## config.mk

```make
export PLATFORM = sky130hd
export DESIGN_NAME = ipsxe_floating_point_stim_rom_driver
export DESIGN_NICKNAME = d
export VERILOG_FILES = /design/src/rtl/ipsxe_floating_point_stim_rom_driver.sv
export SDC_FILE = /design/constraint.sdc
export NUM_CORES = 1
export LEC_CHECK = 0
export CAP_MARGIN = 5
export CORE_MARGIN = 2
export CORE_UTILIZATION = 47
export CTS_CLUSTER_DIAMETER = 120
export DETAILED_ROUTE_END_ITERATION = 6
export PLACE_DENSITY = 0.81
export SLEW_MARGIN = 10
export SYNTH_ARGS = -nofsm -noshare
export SYNTH_HDL_FRONTEND = slang
export SYNTH_SLANG_ARGS = --single-unit
```

## constraint.sdc

```tcl
create_clock -name clk -period 3 [get_ports clk]
set_input_delay 0.6 -clock clk [delete_from_list [all_inputs] [get_ports clk]]
set_output_delay 0.6 -clock clk [all_outputs]
set_load 0.02 [all_outputs]
```

## src/rtl/ipsxe_floating_point_stim_rom_driver.sv

```systemverilog
// Purpose : turns (valid, addr) strobes from the ROM address counter into
//           single-precision operand pairs on an AXI-stream master port.
// Latency : 2 cycles from in_valid to m_axis_tvalid when the vector FIFO is empty.
// Backpr. : tready stalls the FIFO head. Upstream has no ready, so a vector that
//           arrives at a full FIFO with no pop that cycle is dropped and counted.
//
// Ports
//   clk, rst              single clock, synchronous active-high reset
//   in_valid, in_addr     address strobe and ROM address
//   m_axis_tready         core accepts the current beat
//   m_axis_tvalid         a beat is available
//   m_axis_tdata_a/_b     operand A / operand B (IEEE-754 single)
//   m_axis_tlast          beat carries vector LAST_ADDR
//   m_axis_tuser          ROM address of the head beat (only with FLT_STIM_TUSER_EN)
//   done                  sticky: a tlast beat was handshaken
//   overflow              sticky: at least one vector was dropped
//   drop_cnt              dropped vectors, saturating at 15
//
// Optional feature macro: FLT_STIM_TUSER_EN (adds m_axis_tuser and per-entry address storage).

module ipsxe_floating_point_stim_rom_driver #(
   parameter int ADDR_W     = 4,
   parameter int FIFO_DEPTH = 4,
   parameter int LAST_ADDR  = 4
) (
   input  logic              clk,
   input  logic              rst,
   input  logic              in_valid,
   input  logic [ADDR_W-1:0] in_addr,
   input  logic              m_axis_tready,
   output logic              m_axis_tvalid,
   output logic [31:0]       m_axis_tdata_a,
   output logic [31:0]       m_axis_tdata_b,
   output logic              m_axis_tlast,
`ifdef FLT_STIM_TUSER_EN
   output logic [ADDR_W-1:0] m_axis_tuser,
`endif
   output logic              done,
   output logic              overflow,
   output logic [3:0]        drop_cnt
);

   localparam int PTR_W = $clog2(FIFO_DEPTH);
   localparam int CNT_W = PTR_W + 1;

   // ------------------------------------------------------------------
   // ROM lookup (combinational on the incoming address)
   // ------------------------------------------------------------------
   logic [31:0] w_rom_a;
   logic [31:0] w_rom_b;

   always_comb begin
      w_rom_a = 32'h0000_0000;
      w_rom_b = 32'h0000_0000;
      case (in_addr)
         ADDR_W'(0): begin w_rom_a = 32'h3F80_0000; w_rom_b = 32'h4000_0000; end
         ADDR_W'(1): begin w_rom_a = 32'h4040_0000; w_rom_b = 32'h4080_0000; end
         ADDR_W'(2): begin w_rom_a = 32'hBF80_0000; w_rom_b = 32'h3F00_0000; end
         ADDR_W'(3): begin w_rom_a = 32'h7F80_0000; w_rom_b = 32'h3F80_0000; end
         ADDR_W'(4): begin w_rom_a = 32'h0000_0000; w_rom_b = 32'h8000_0000; end
         default:    begin w_rom_a = 32'h0000_0000; w_rom_b = 32'h0000_0000; end
      endcase
   end

   // ------------------------------------------------------------------
   // Stage 1: registered ROM read
   // ------------------------------------------------------------------
   logic              r_rd_vld;
   logic [31:0]       r_rd_a;
   logic [31:0]       r_rd_b;
   logic              r_rd_last;
`ifdef FLT_STIM_TUSER_EN
   logic [ADDR_W-1:0] r_rd_addr;
`endif

   always_ff @(posedge clk) begin
      if (rst) begin
         r_rd_vld  <= 1'b0;
         r_rd_a    <= 32'h0;
         r_rd_b    <= 32'h0;
         r_rd_last <= 1'b0;
`ifdef FLT_STIM_TUSER_EN
         r_rd_addr <= '0;
`endif
      end else begin
         r_rd_vld <= in_valid;
         if (in_valid) begin
            r_rd_a    <= w_rom_a;
            r_rd_b    <= w_rom_b;
            r_rd_last <= (in_addr == ADDR_W'(LAST_ADDR));
`ifdef FLT_STIM_TUSER_EN
            r_rd_addr <= in_addr;
`endif
         end
      end
   end

   // ------------------------------------------------------------------
   // Stage 2: vector FIFO
   // ------------------------------------------------------------------
   logic [31:0]       r_mem_a    [FIFO_DEPTH];
   logic [31:0]       r_mem_b    [FIFO_DEPTH];
   logic              r_mem_last [FIFO_DEPTH];
`ifdef FLT_STIM_TUSER_EN
   logic [ADDR_W-1:0] r_mem_addr [FIFO_DEPTH];
`endif
   logic [PTR_W-1:0]  r_wptr;
   logic [PTR_W-1:0]  r_rptr;
   logic [CNT_W-1:0]  r_count;
   logic              r_done;
   logic              r_overflow;
   logic [3:0]        r_drop_cnt;

   logic              w_full;
   logic              w_pop;
   logic              w_wr;
   logic              w_drop;

   assign w_full = (r_count == CNT_W'(FIFO_DEPTH));
   assign w_pop  = m_axis_tvalid & m_axis_tready;
   // A pop in the same cycle frees the head slot, so a full FIFO can still accept.
   assign w_wr   = r_rd_vld & (~w_full | w_pop);
   assign w_drop = r_rd_vld & w_full & ~w_pop;

   always_ff @(posedge clk) begin
      if (rst) begin
         for (int i = 0; i < FIFO_DEPTH; i++) begin
            r_mem_a[i]    <= 32'h0;
            r_mem_b[i]    <= 32'h0;
            r_mem_last[i] <= 1'b0;
`ifdef FLT_STIM_TUSER_EN
            r_mem_addr[i] <= '0;
`endif
         end
         r_wptr     <= '0;
         r_rptr     <= '0;
         r_count    <= '0;
         r_done     <= 1'b0;
         r_overflow <= 1'b0;
         r_drop_cnt <= 4'd0;
      end else begin
         if (w_wr) begin
            r_mem_a[r_wptr]    <= r_rd_a;
            r_mem_b[r_wptr]    <= r_rd_b;
            r_mem_last[r_wptr] <= r_rd_last;
`ifdef FLT_STIM_TUSER_EN
            r_mem_addr[r_wptr] <= r_rd_addr;
`endif
            r_wptr <= r_wptr + PTR_W'(1);
         end
         if (w_pop) begin
            r_rptr <= r_rptr + PTR_W'(1);
         end
         case ({w_wr, w_pop})
            2'b10:   r_count <= r_count + CNT_W'(1);
            2'b01:   r_count <= r_count - CNT_W'(1);
            default: r_count <= r_count;
         endcase
         if (w_drop) begin
            r_overflow <= 1'b1;
            if (r_drop_cnt != 4'd15) begin
               r_drop_cnt <= r_drop_cnt + 4'd1;
            end
         end
         if (w_pop & m_axis_tlast) begin
            r_done <= 1'b1;
         end
      end
   end

   // ------------------------------------------------------------------
   // Outputs: head of FIFO, selected by a registered read pointer, so the
   // beat data has no combinational dependence on tready.
   // ------------------------------------------------------------------
   assign m_axis_tvalid  = (r_count != '0);
   assign m_axis_tdata_a = r_mem_a[r_rptr];
   assign m_axis_tdata_b = r_mem_b[r_rptr];
   assign m_axis_tlast   = r_mem_last[r_rptr];
`ifdef FLT_STIM_TUSER_EN
   assign m_axis_tuser   = r_mem_addr[r_rptr];
`endif
   assign done           = r_done;
   assign overflow       = r_overflow;
   assign drop_cnt       = r_drop_cnt;

endmodule

```

==> results of run 1 <==
power groups by stage:
stage	sequential (W)	clock (W)	combinational (W)
6_report	0.000918	0.000394	0.000681
3_3_place_gp	0.000933	0	0.000677
3_5_place_dp	0.000935	0	0.000687
5_1_grt	0.000929	0.000425	0.000742
4_1_cts	0.000919	0.000396	0.000688
2_1_floorplan	0.000920	0	0.000551
cell families (layout without fill, tap and decap cells):
| group | after synthesis | after routing | share of synthesized area, % |
|---|---|---|---|
| and+or+nand+nor | 83 | 83 | 17.1 |
| buffers and inverters | 70 | 53 | 16.6 |
| DFF | 56 | 56 | 49.8 |
| AOI/OAI and AO/OA | 25 | 25 | 6.14 |
| muxes | 11 | 11 | 7.44 |
| xor gates and xnor gates | 4 | 4 | 1.21 |
| adders and majority gates | 3 | 3 | 1.56 |
| other | 1 | 45 | 0.130 |
worst min-delay path by stage:
stage	depth (start not counted)	endpoint	from	slack, ns
global route	2	overflow$_SDFFE_PP0P_	overflow$_SDFFE_PP0P_	0.51
CTS	2	overflow$_SDFFE_PP0P_	overflow$_SDFFE_PP0P_	0.49
floorplan	2	r_rd_a[31]$_SDFFE_PP0P_	r_rd_a[31]$_SDFFE_PP0P_	0.47
finish	2	overflow$_SDFFE_PP0P_	overflow$_SDFFE_PP0P_	0.48
global placement	2	overflow$_SDFFE_PP0P_	overflow$_SDFFE_PP0P_	0.46
detailed placement	2	overflow$_SDFFE_PP0P_	overflow$_SDFFE_PP0P_	0.47
state kept, by name, indices dropped and copies added, names as in the netlist, named ones only:
signal      cells
r_rptr          2
r_mem_b        14
r_mem_last      4
r_rd_a          3
r_rd_last       1
r_mem_a        14
overflow        1
r_wptr          2
r_count         3
drop_cnt        4
r_rd_vld        1
r_rd_b          4
done            1
cells in the final DEF, fill, tap and decap left out, types with 4 or more instances in the layout:
cell type        count
inv_1                4
clkbuf_8             5
mux4_2               8
dfxtp_1             24
nor2_1              15
buf_4                7
edfxtp_1            32
nor2b_1              5
nand2b_1             9
nor3_1               4
a31oi_1              4
nor4b_1              4
and2_1              28
conb_1              45
a21oi_1             10
clkdlybuf4s50_1     34
and2_2               4
metrics by stage:
stage	hold WS, ns	worst slack (ns)
CTS	0.487	0.361
global placement	0.457	0.0943
floorplan	0.466	0.456
detailed placement	0.466	0.0345
global route	0.509	0.185
finish	0.482	0.361
routing by layer:
| layer | up-vias | global-route usage [%] | part of all wire (%) |
|---|---|---|---|
| met5 | - | 0 | 0 |
| met1 | 810 | 18.9 | 44 |
| met4 | 0 | 5.00 | 1.0 |
| li1 | 837 | - | - |
| met2 | 63 | 24.4 | 48 |
| met3 | 5 | 3.48 | 6.4 |
worst max-delay path, stage by stage:
cell and delay, ns:
clkdlybuf4s50_1 0.45, or4b_1 0.51, nand2_1 0.11, ha_1 0.18
inv_1 0.06, fa_1 0.37, xor2_1 0.15, or3_1 0.30
a21oi_1 0.14
layout make-up:
| class | count | area share (%) |
|---|---|---|
| sequential | 56 | 45.6 |
| clock inverter | 3 | 0.435 |
| tap | 75 | 2.97 |
| inverter | 4 | 0.475 |
| clock buffer | 5 | 2.18 |
| timing repair buffer | 41 | 12.4 |
| multi-input combinational | 171 | 36.0 |
==> results.cfg, run 1 <==
[run_status]
status = complete, no violations

[die]
pin_count = 80
chipHeight_um = 82.5
die_area_sq_um = 6800
coreArea_sq_um = 5920
initial_utilization_pct = 48.9
rows = 28
die_w_um = 82.5

[synth]
synth_area_leaders = edfxtp_1 (33%), dfxtp_1 (17%), buf_4 (15%), mux4_2 (6.2%), and2_1 (6.1%)
yosysTopAreaCell = edfxtp_1
synth_ff_type = edfxtp_1
synth_area_sq_um = 2890
yosysMostFrequentCell = buf_4
netlist_instances = 253
synth_top_area_share_pct = 33.2
async_reset_ff_share_pct = 0
synth_cell_types = 44
syn-mean-instance-area_sq_um = 11.4
ys_seq_elements = 56
synth_commonest_cells = buf_4 (57), edfxtp_1 (32), and2_1 (28)
yosysWarningCount = 0
yosysSeqAreaShare_pct = 49.8
synth_edf_count = 32

[power]
leakage_nw = 1.20
powerDensity_nw_per_um2 = 630
pwr-share-seq_pct = 46.1
ir_drop_uv = 266
pwr-share-clk_pct = 19.8
p_sw_w = 0.000650
pwr-share-comb_pct = 34.2
p_total_w = 0.00199
internal-power_w = 0.00134
swShare_pct = 32.6

[clock_network]
cts_setup_buffers = 0
root_buffer = clkbuf_8
cts_hold_buf = 0
worstSkewPairLatency_ns = 0.31
clkTransAtPathRegs_ns = 0.09
cts_buffers = 5
htree_levels = 2
clk_path_buf_depth = 2
clock_sinks = 56
cts_tree = built
ctsResizeCount = 0

[worst_setup_path]
endpoint = r_count[2]$_SDFFE_PP0P_
path_class = input pin to flop
cp_max_fo = 4
worst_setup_path_start_kind = input pin
required_ns = 3.23
cp-end-kind = flop
worst_ep_arrival_time_ns = 2.87
crit-reg2reg-launch = r_count[1]$_SDFFE_PP0P_
ff2ff_path_depth = 8
reg2reg_slack_ns = 0.69
r2r-end = r_count[2]$_SDFFE_PP0P_
startpoint = m_axis_tready

[final_layout]
syn2layout_area_growth_pct = 9.30
regArea_sq_um = 1440
antenna_cells = 0
post-route-util_pct = 53.4
multi_input_area_sq_um = 1140
fin_cells = 355
nets = 290
drive_gt1_share_pct = 11.1
num-fill-cells = 529
design_area_sq_um = 3160

[global_route]
grt_pass1_vias = 1522
track_usage_pct = 14.7
grt_pass1_wl_mm = 7.33
gr-total-overflow = 0
grt_max_degree = 20
antenna_found_initial = 0

[placed_design]
placed_area_sq_um = 3080
dp.cells = 347
port_buffers = 34
place_congestion = 0.748
dpl.hpwl_mm = 3.25

[timing]
setup_violations = 0
final.period_utilization_pct = 88.0
min_period_ns = 2.64
fin_setup_tns_ns = 0
max-slew-margin-rel_pct = 41.5
finalHoldViolCount = 0
slew_violations = 0
rsz0062_at_grt = false
tightest_slew_ns = 0.876
fmax_ghz = 0.379
fin_worst_skew_ns = 0.00786

[route]
ant_nets = 0
vias = 1715
firstDrtPassIters = 4
wl_mm = 4.59
drc = 0
first_iter_violations = 111
wl_per_cell_um = 12.9
vias_per_cell = 4.83

[flow_run]
maxCapViolations = 0

[hold_path]
hold_class = flop to flop
Note: power is estimated with default switching activity, not from simulation.
==> inputs of run 2 (changes only) <==
--- a/config.mk
+++ b/config.mk
@@ -11,7 +11,6 @@
 export CTS_CLUSTER_DIAMETER = 120
 export DETAILED_ROUTE_END_ITERATION = 6
 export PLACE_DENSITY = 0.81
-export SLEW_MARGIN = 10
 export SYNTH_ARGS = -nofsm -noshare
 export SYNTH_HDL_FRONTEND = slang
 export SYNTH_SLANG_ARGS = --single-unit
==> constraint.sdc (replaced) <==
create_clock -name clk -period 3 [get_ports clk]
set_input_delay 0.6 -clock clk [delete_from_list [all_inputs] [get_ports clk]]
set_output_delay 0.6 -clock clk [all_outputs]
set_load 0.005 [all_outputs]
==> results.cfg, run 2 (synthesized netlist as in run 1, its figures left out) <==
[run_status]
status = complete, no violations

[route]
firstDrtPassIters = 4
vias_per_cell = 4.81
ant_nets = 0
wl_mm = 4.56
vias = 1701
wl_per_cell_um = 12.9
drc = 0
first_iter_violations = 102

[final_layout]
num-fill-cells = 515
nets = 289
antenna_cells = 0
top_regs = r_mem_a: 14 flops, r_mem_b: 14 flops
mostFrequentLayoutCell = conb_1
drive_gt1_share_pct = 10.8
final_cell_mix = conb_1 (45), clkdlybuf4s50_1 (34), edfxtp_1 (32)
syn2layout_area_growth_pct = 9.73

[clock_network]
cts_setup_buffers = 0
cts_tree = built
worstSkewPairLatency_ns = 0.31
cts_hold_buf = 0
cts_buffers = 5
clk_path_buf_depth = 2
clkTransAtPathRegs_ns = 0.09
htree_levels = 2
clock_sinks = 56
root_buffer = clkbuf_8
ctsResizeCount = 0

[worst_setup_path]
cp_max_fo = 8
required_ns = 2.40
reg2reg_slack_ns = 0.68
worst_setup_path_start_kind = flop
crit-reg2reg-launch = r_count[1]$_SDFFE_PP0P_
max_stage_delay_ns = 0.69
crit_chain = mux4_2, clkdlybuf4s50_1
crit_slowest_cell = dfxtp_1
r2r-end = r_count[2]$_SDFFE_PP0P_
path_class = flop to output pin
worst_ep_arrival_time_ns = 2.13
cp-end-kind = output pin
ff2ff_path_depth = 8

[global_route]
met3_usage_pct = 4.02
grt_pass1_wl_mm = 7.07
grt_max_degree = 20
use_met1_pct = 17.4
gr-total-overflow = 0
track_usage_pct = 14.4
antenna_found_initial = 0
grt_pass1_vias = 1481
grt_busiest_layer = met2
use_met2_pct = 24.5

[timing]
finalHoldViolCount = 0
fin_ws_ns = 0.270
setup_violations = 0
fin_worst_skew_ns = 0.00659
fmax_ghz = 0.366
max-slew-margin-rel_pct = 41.1
rsz0062_at_grt = false
tightest_slew_ns = 0.881
fin_setup_tns_ns = 0
final.period_utilization_pct = 91.0
slew_violations = 0
min_period_ns = 2.73

[flow_run]
maxCapViolations = 0

[hold_path]
hold_class = flop to flop
min_to = overflow$_SDFFE_PP0P_
hold_start = overflow$_SDFFE_PP0P_
holdPathStages = 2

[power]
p_total_w = 0.00188
ir_drop_uv = 345
leakage_nw = 1.20
powerDensity_nw_per_um2 = 593

[die]
die_area_sq_um = 6800
coreArea_sq_um = 5920
die_w_um = 82.5
pin_count = 80
initial_utilization_pct = 48.9
rows = 28
chipHeight_um = 82.5

[placed_design]
port_buffers = 34
place_congestion = 0.745
preCtsSetupSlack_ns = 0.0369
dpl.hpwl_mm = 3.26
==> run 2: changes by cell type in the layout (fill, tap and decap cells not counted), sizes merged <==
cell    before  now
buf          7    6
clkbuf       5    7
clkinv       3    1
==> run 2: power by group <==
part | internal (W) | total (W) | switching, W
Clock | 0.000214 | 0.000446 | 0.000231
Sequential | 0.000869 | 0.000945 | 0.0000761
Combinational | 0.000304 | 0.000492 | 0.000188
==> run 2: metrics by stage <==
| step | utilization, % | instance area [sq um] | cells | hold WS (ns) |
|---|---|---|---|---|
| 2_1_floorplan | - | 3060 | 297 | 0.460 |
| 3_3_place_gp | 51.9 | 3070 | 346 | 0.457 |
| 3_5_place_dp | 51.9 | 3070 | 346 | 0.463 |
| 4_1_cts | 53.6 | 3180 | 354 | 0.486 |
| 5_1_grt | 53.6 | 3180 | 354 | 0.506 |
| 6_report | 53.6 | 3180 | 354 | 0.480 |
==> run 2: how the worst max path moves through the flow <==
stage                             start                       to  slack [ns]
final                              flop       m_axis_tdata_a[29]        0.27
after detailed placement  m_axis_tready  r_count[2]$_SDFFE_PP0P_        0.04
after floorplan           m_axis_tready  r_count[2]$_SDFFE_PP0P_        0.46
after global placement    m_axis_tready  r_count[2]$_SDFFE_PP0P_        0.09
after global routing               flop       m_axis_tdata_a[27]        0.14
after CTS                          flop       m_axis_tdata_a[29]        0.23
==> run 2: area by class of cell <==
| cell class | count | area [sq um] | area share, % |
|---|---|---|---|
| Clock inverter | 1 | 5.00 | 0.158 |
| Clock buffer | 7 | 97.6 | 3.07 |
| Multi-Input combinational cell | 171 | 1140 | 35.8 |
| Inverter | 4 | 15.0 | 0.473 |
| Sequential cell | 56 | 1440 | 45.4 |
| Timing Repair Buffer | 40 | 385 | 12.1 |
| Tap cell | 75 | 93.8 | 2.96 |
==> run 2: metal layers <==
metal	vias up	share of wire, %
li1	833	-
met1	794	43
met2	68	49
met3	6	7.0
met4	0	1.4
met5	-	0
==> run 2: critical path: cells and delay by family (launching register included) <==
| family | cells | cell delay [ns] |
|---|---|---|
| muxes | 1 | 0.65 |
| buffers and inverters | 1 | 0.48 |
| DFF | 1 | 0.69 |
==> inputs of run 3 (changes only) <==
--- a/config.mk
+++ b/config.mk
@@ -6,10 +6,12 @@
 export NUM_CORES = 1
 export LEC_CHECK = 0
 export CAP_MARGIN = 5
+export CORE_ASPECT_RATIO = 2
 export CORE_MARGIN = 2
 export CORE_UTILIZATION = 47
 export CTS_CLUSTER_DIAMETER = 120
 export DETAILED_ROUTE_END_ITERATION = 6
+export GPL_ROUTABILITY_DRIVEN = 0
 export PLACE_DENSITY = 0.81
 export SYNTH_ARGS = -nofsm -noshare
 export SYNTH_HDL_FRONTEND = slang
==> results.cfg, run 3 (synthesized netlist as in run 1, its figures left out) <==
[run_status]
status = complete, no violations

[clock_network]
cts_setup_buffers = 0
worstSkewPairLatency_ns = 0.29
ctsResizeCount = 0
cts_hold_buf = 0
clk_path_buf_depth = 2
root_buffer = clkbuf_16
cts_tree = built
cts_buffers = 5
htree_levels = 2
clock_sinks = 56
clkTransAtPathRegs_ns = 0.07

[power]
internal-power_w = 0.00162
p_sw_w = 0.000501
pwr-share-comb_pct = 23.1
leakage_nw = 1.25
ir_drop_uv = 528
swShare_pct = 23.6
pwr-share-clk_pct = 32.3
powerDensity_nw_per_um2 = 652
pwr-share-seq_pct = 44.5

[route]
drc = 0
firstDrtPassIters = 4
vias = 1681
wl_per_cell_um = 13.0
wl_mm = 4.45
first_iter_violations = 44
ant_nets = 0
vias_per_cell = 4.90

[timing]
final.period_utilization_pct = 89.6
setup_violations = 0
fmax_ghz = 0.372
fin_worst_skew_ns = 0.00657
fin_setup_tns_ns = 0
finalHoldViolCount = 0
max-slew-margin-rel_pct = 48.9
rsz0062_at_grt = false
fin_ws_ns = 0.311
tightest_slew_ns = 0.765
slew_violations = 0
min_period_ns = 2.69

[worst_setup_path]
cp_max_fo = 4
startpoint = m_axis_tready
cp-end-kind = flop
ff2ff_path_depth = 8
crit_chain = clkdlybuf4s50_1, or4b_1, nand2_1, ha_1, inv_1, fa_1, xor2_1, or3_1, a21oi_1
cp_top_family = simple AND/OR/NAND/NOR gates
required_ns = 3.22
crit-reg2reg-launch = r_count[1]$_SDFFE_PP0P_
path_class = input pin to flop
reg2reg_slack_ns = 0.66
worst_setup_path_start_kind = input pin
max_stage_delay_ns = 0.51
worst_ep_arrival_time_ns = 2.91
r2r-end = r_count[2]$_SDFFE_PP0P_
endpoint = r_count[2]$_SDFFE_PP0P_
path_depth = 9
crit_slowest_cell = or4b_1
path_buf_inv = 2

[global_route]
track_usage_pct = 13.9
grt_pass1_vias = 1540
antenna_found_initial = 0
grt_pass1_wl_mm = 7.16
gr-total-overflow = 0
grt_max_degree = 25

[die]
die_w_um = 59.5
rows = 40
chipHeight_um = 115
pin_count = 80
initial_utilization_pct = 48.6
die_area_sq_um = 6840
coreArea_sq_um = 5960

[placed_design]
preCtsSetupSlack_ns = 0.0177
dpl.hpwl_mm = 3.43
port_buffers = 34
dp.cells = 335

[final_layout]
nets = 290
top_regs = r_mem_a: 14 flops, r_mem_b: 14 flops
final_cell_mix = conb_1 (45), clkdlybuf4s50_1 (34), edfxtp_1 (32)
syn2layout_area_growth_pct = 12.3
antenna_cells = 0
drive_gt1_share_pct = 11.1
fin_cells = 343
mostFrequentLayoutCell = conb_1
num-fill-cells = 508

[flow_run]
maxCapViolations = 0

[hold_path]
hold_start = done$_SDFFE_PP0P_
hold_class = flop to flop
==> run 3: worst min-delay path by stage <==
stage	cells after the start	endpoint	slack, ns
2_1_floorplan	2	done$_SDFFE_PP0P_	0.46
4_1_cts	2	done$_SDFFE_PP0P_	0.48
3_5_place_dp	2	done$_SDFFE_PP0P_	0.46
3_3_place_gp	2	done$_SDFFE_PP0P_	0.45
5_1_grt	2	done$_SDFFE_PP0P_	0.52
6_report	2	done$_SDFFE_PP0P_	0.47
==> run 3: power by group through the flow <==
stage | registers (W) | clock network [W] | logic, W
2_1_floorplan | 0.000916 | 0 | 0.000398
3_3_place_gp | 0.000959 | 0 | 0.000484
3_5_place_dp | 0.000964 | 0 | 0.000497
4_1_cts | 0.000948 | 0.000700 | 0.000497
5_1_grt | 0.000960 | 0.000726 | 0.000549
6_report | 0.000944 | 0.000686 | 0.000491
==> run 3: worst reg2reg max path: stages (launching register included) <==
cell,delay [ns]
dfxtp_1,0.36
or4b_1,0.56
nand2_1,0.12
ha_1,0.20
inv_1,0.07
fa_1,0.37
xor2_1,0.15
or3_1,0.31
a21oi_1,0.14
==> run 3: metrics by stage <==
step                hold slack [ns]  utilization (%)  instance area (sq um)  power, W
floorplan                     0.460                -                   3060   0.00131
global placement              0.450             51.5                   3070   0.00144
detailed placement            0.457             51.5                   3070   0.00146
CTS                           0.475             54.6                   3250   0.00214
global route                  0.524             54.6                   3250   0.00223
finish                        0.470             54.6                   3250   0.00212
==> run 3: layout make-up <==
class                           count  area [sq um]  share of cell area [%]
Multi-Input combinational cell    171          1140                    35.0
Tap cell                           63          78.8                    2.43
Clock inverter                      1          30.0                   0.924
Clock buffer                        7           154                    4.74
Sequential cell                    56          1440                    44.4
Timing Repair Buffer               41           393                    12.1
Inverter                            4          15.0                   0.462
==> run 3: layer usage <==
metal | share of wire (%) | vias up | GRT usage [%]
met2 | 57 | 59 | 25.9
met1 | 37 | 789 | 14.0
met5 | 0 | - | 0
li1 | - | 826 | -
met3 | 4.2 | 7 | 2.47
met4 | 2.0 | 0 | 7.12
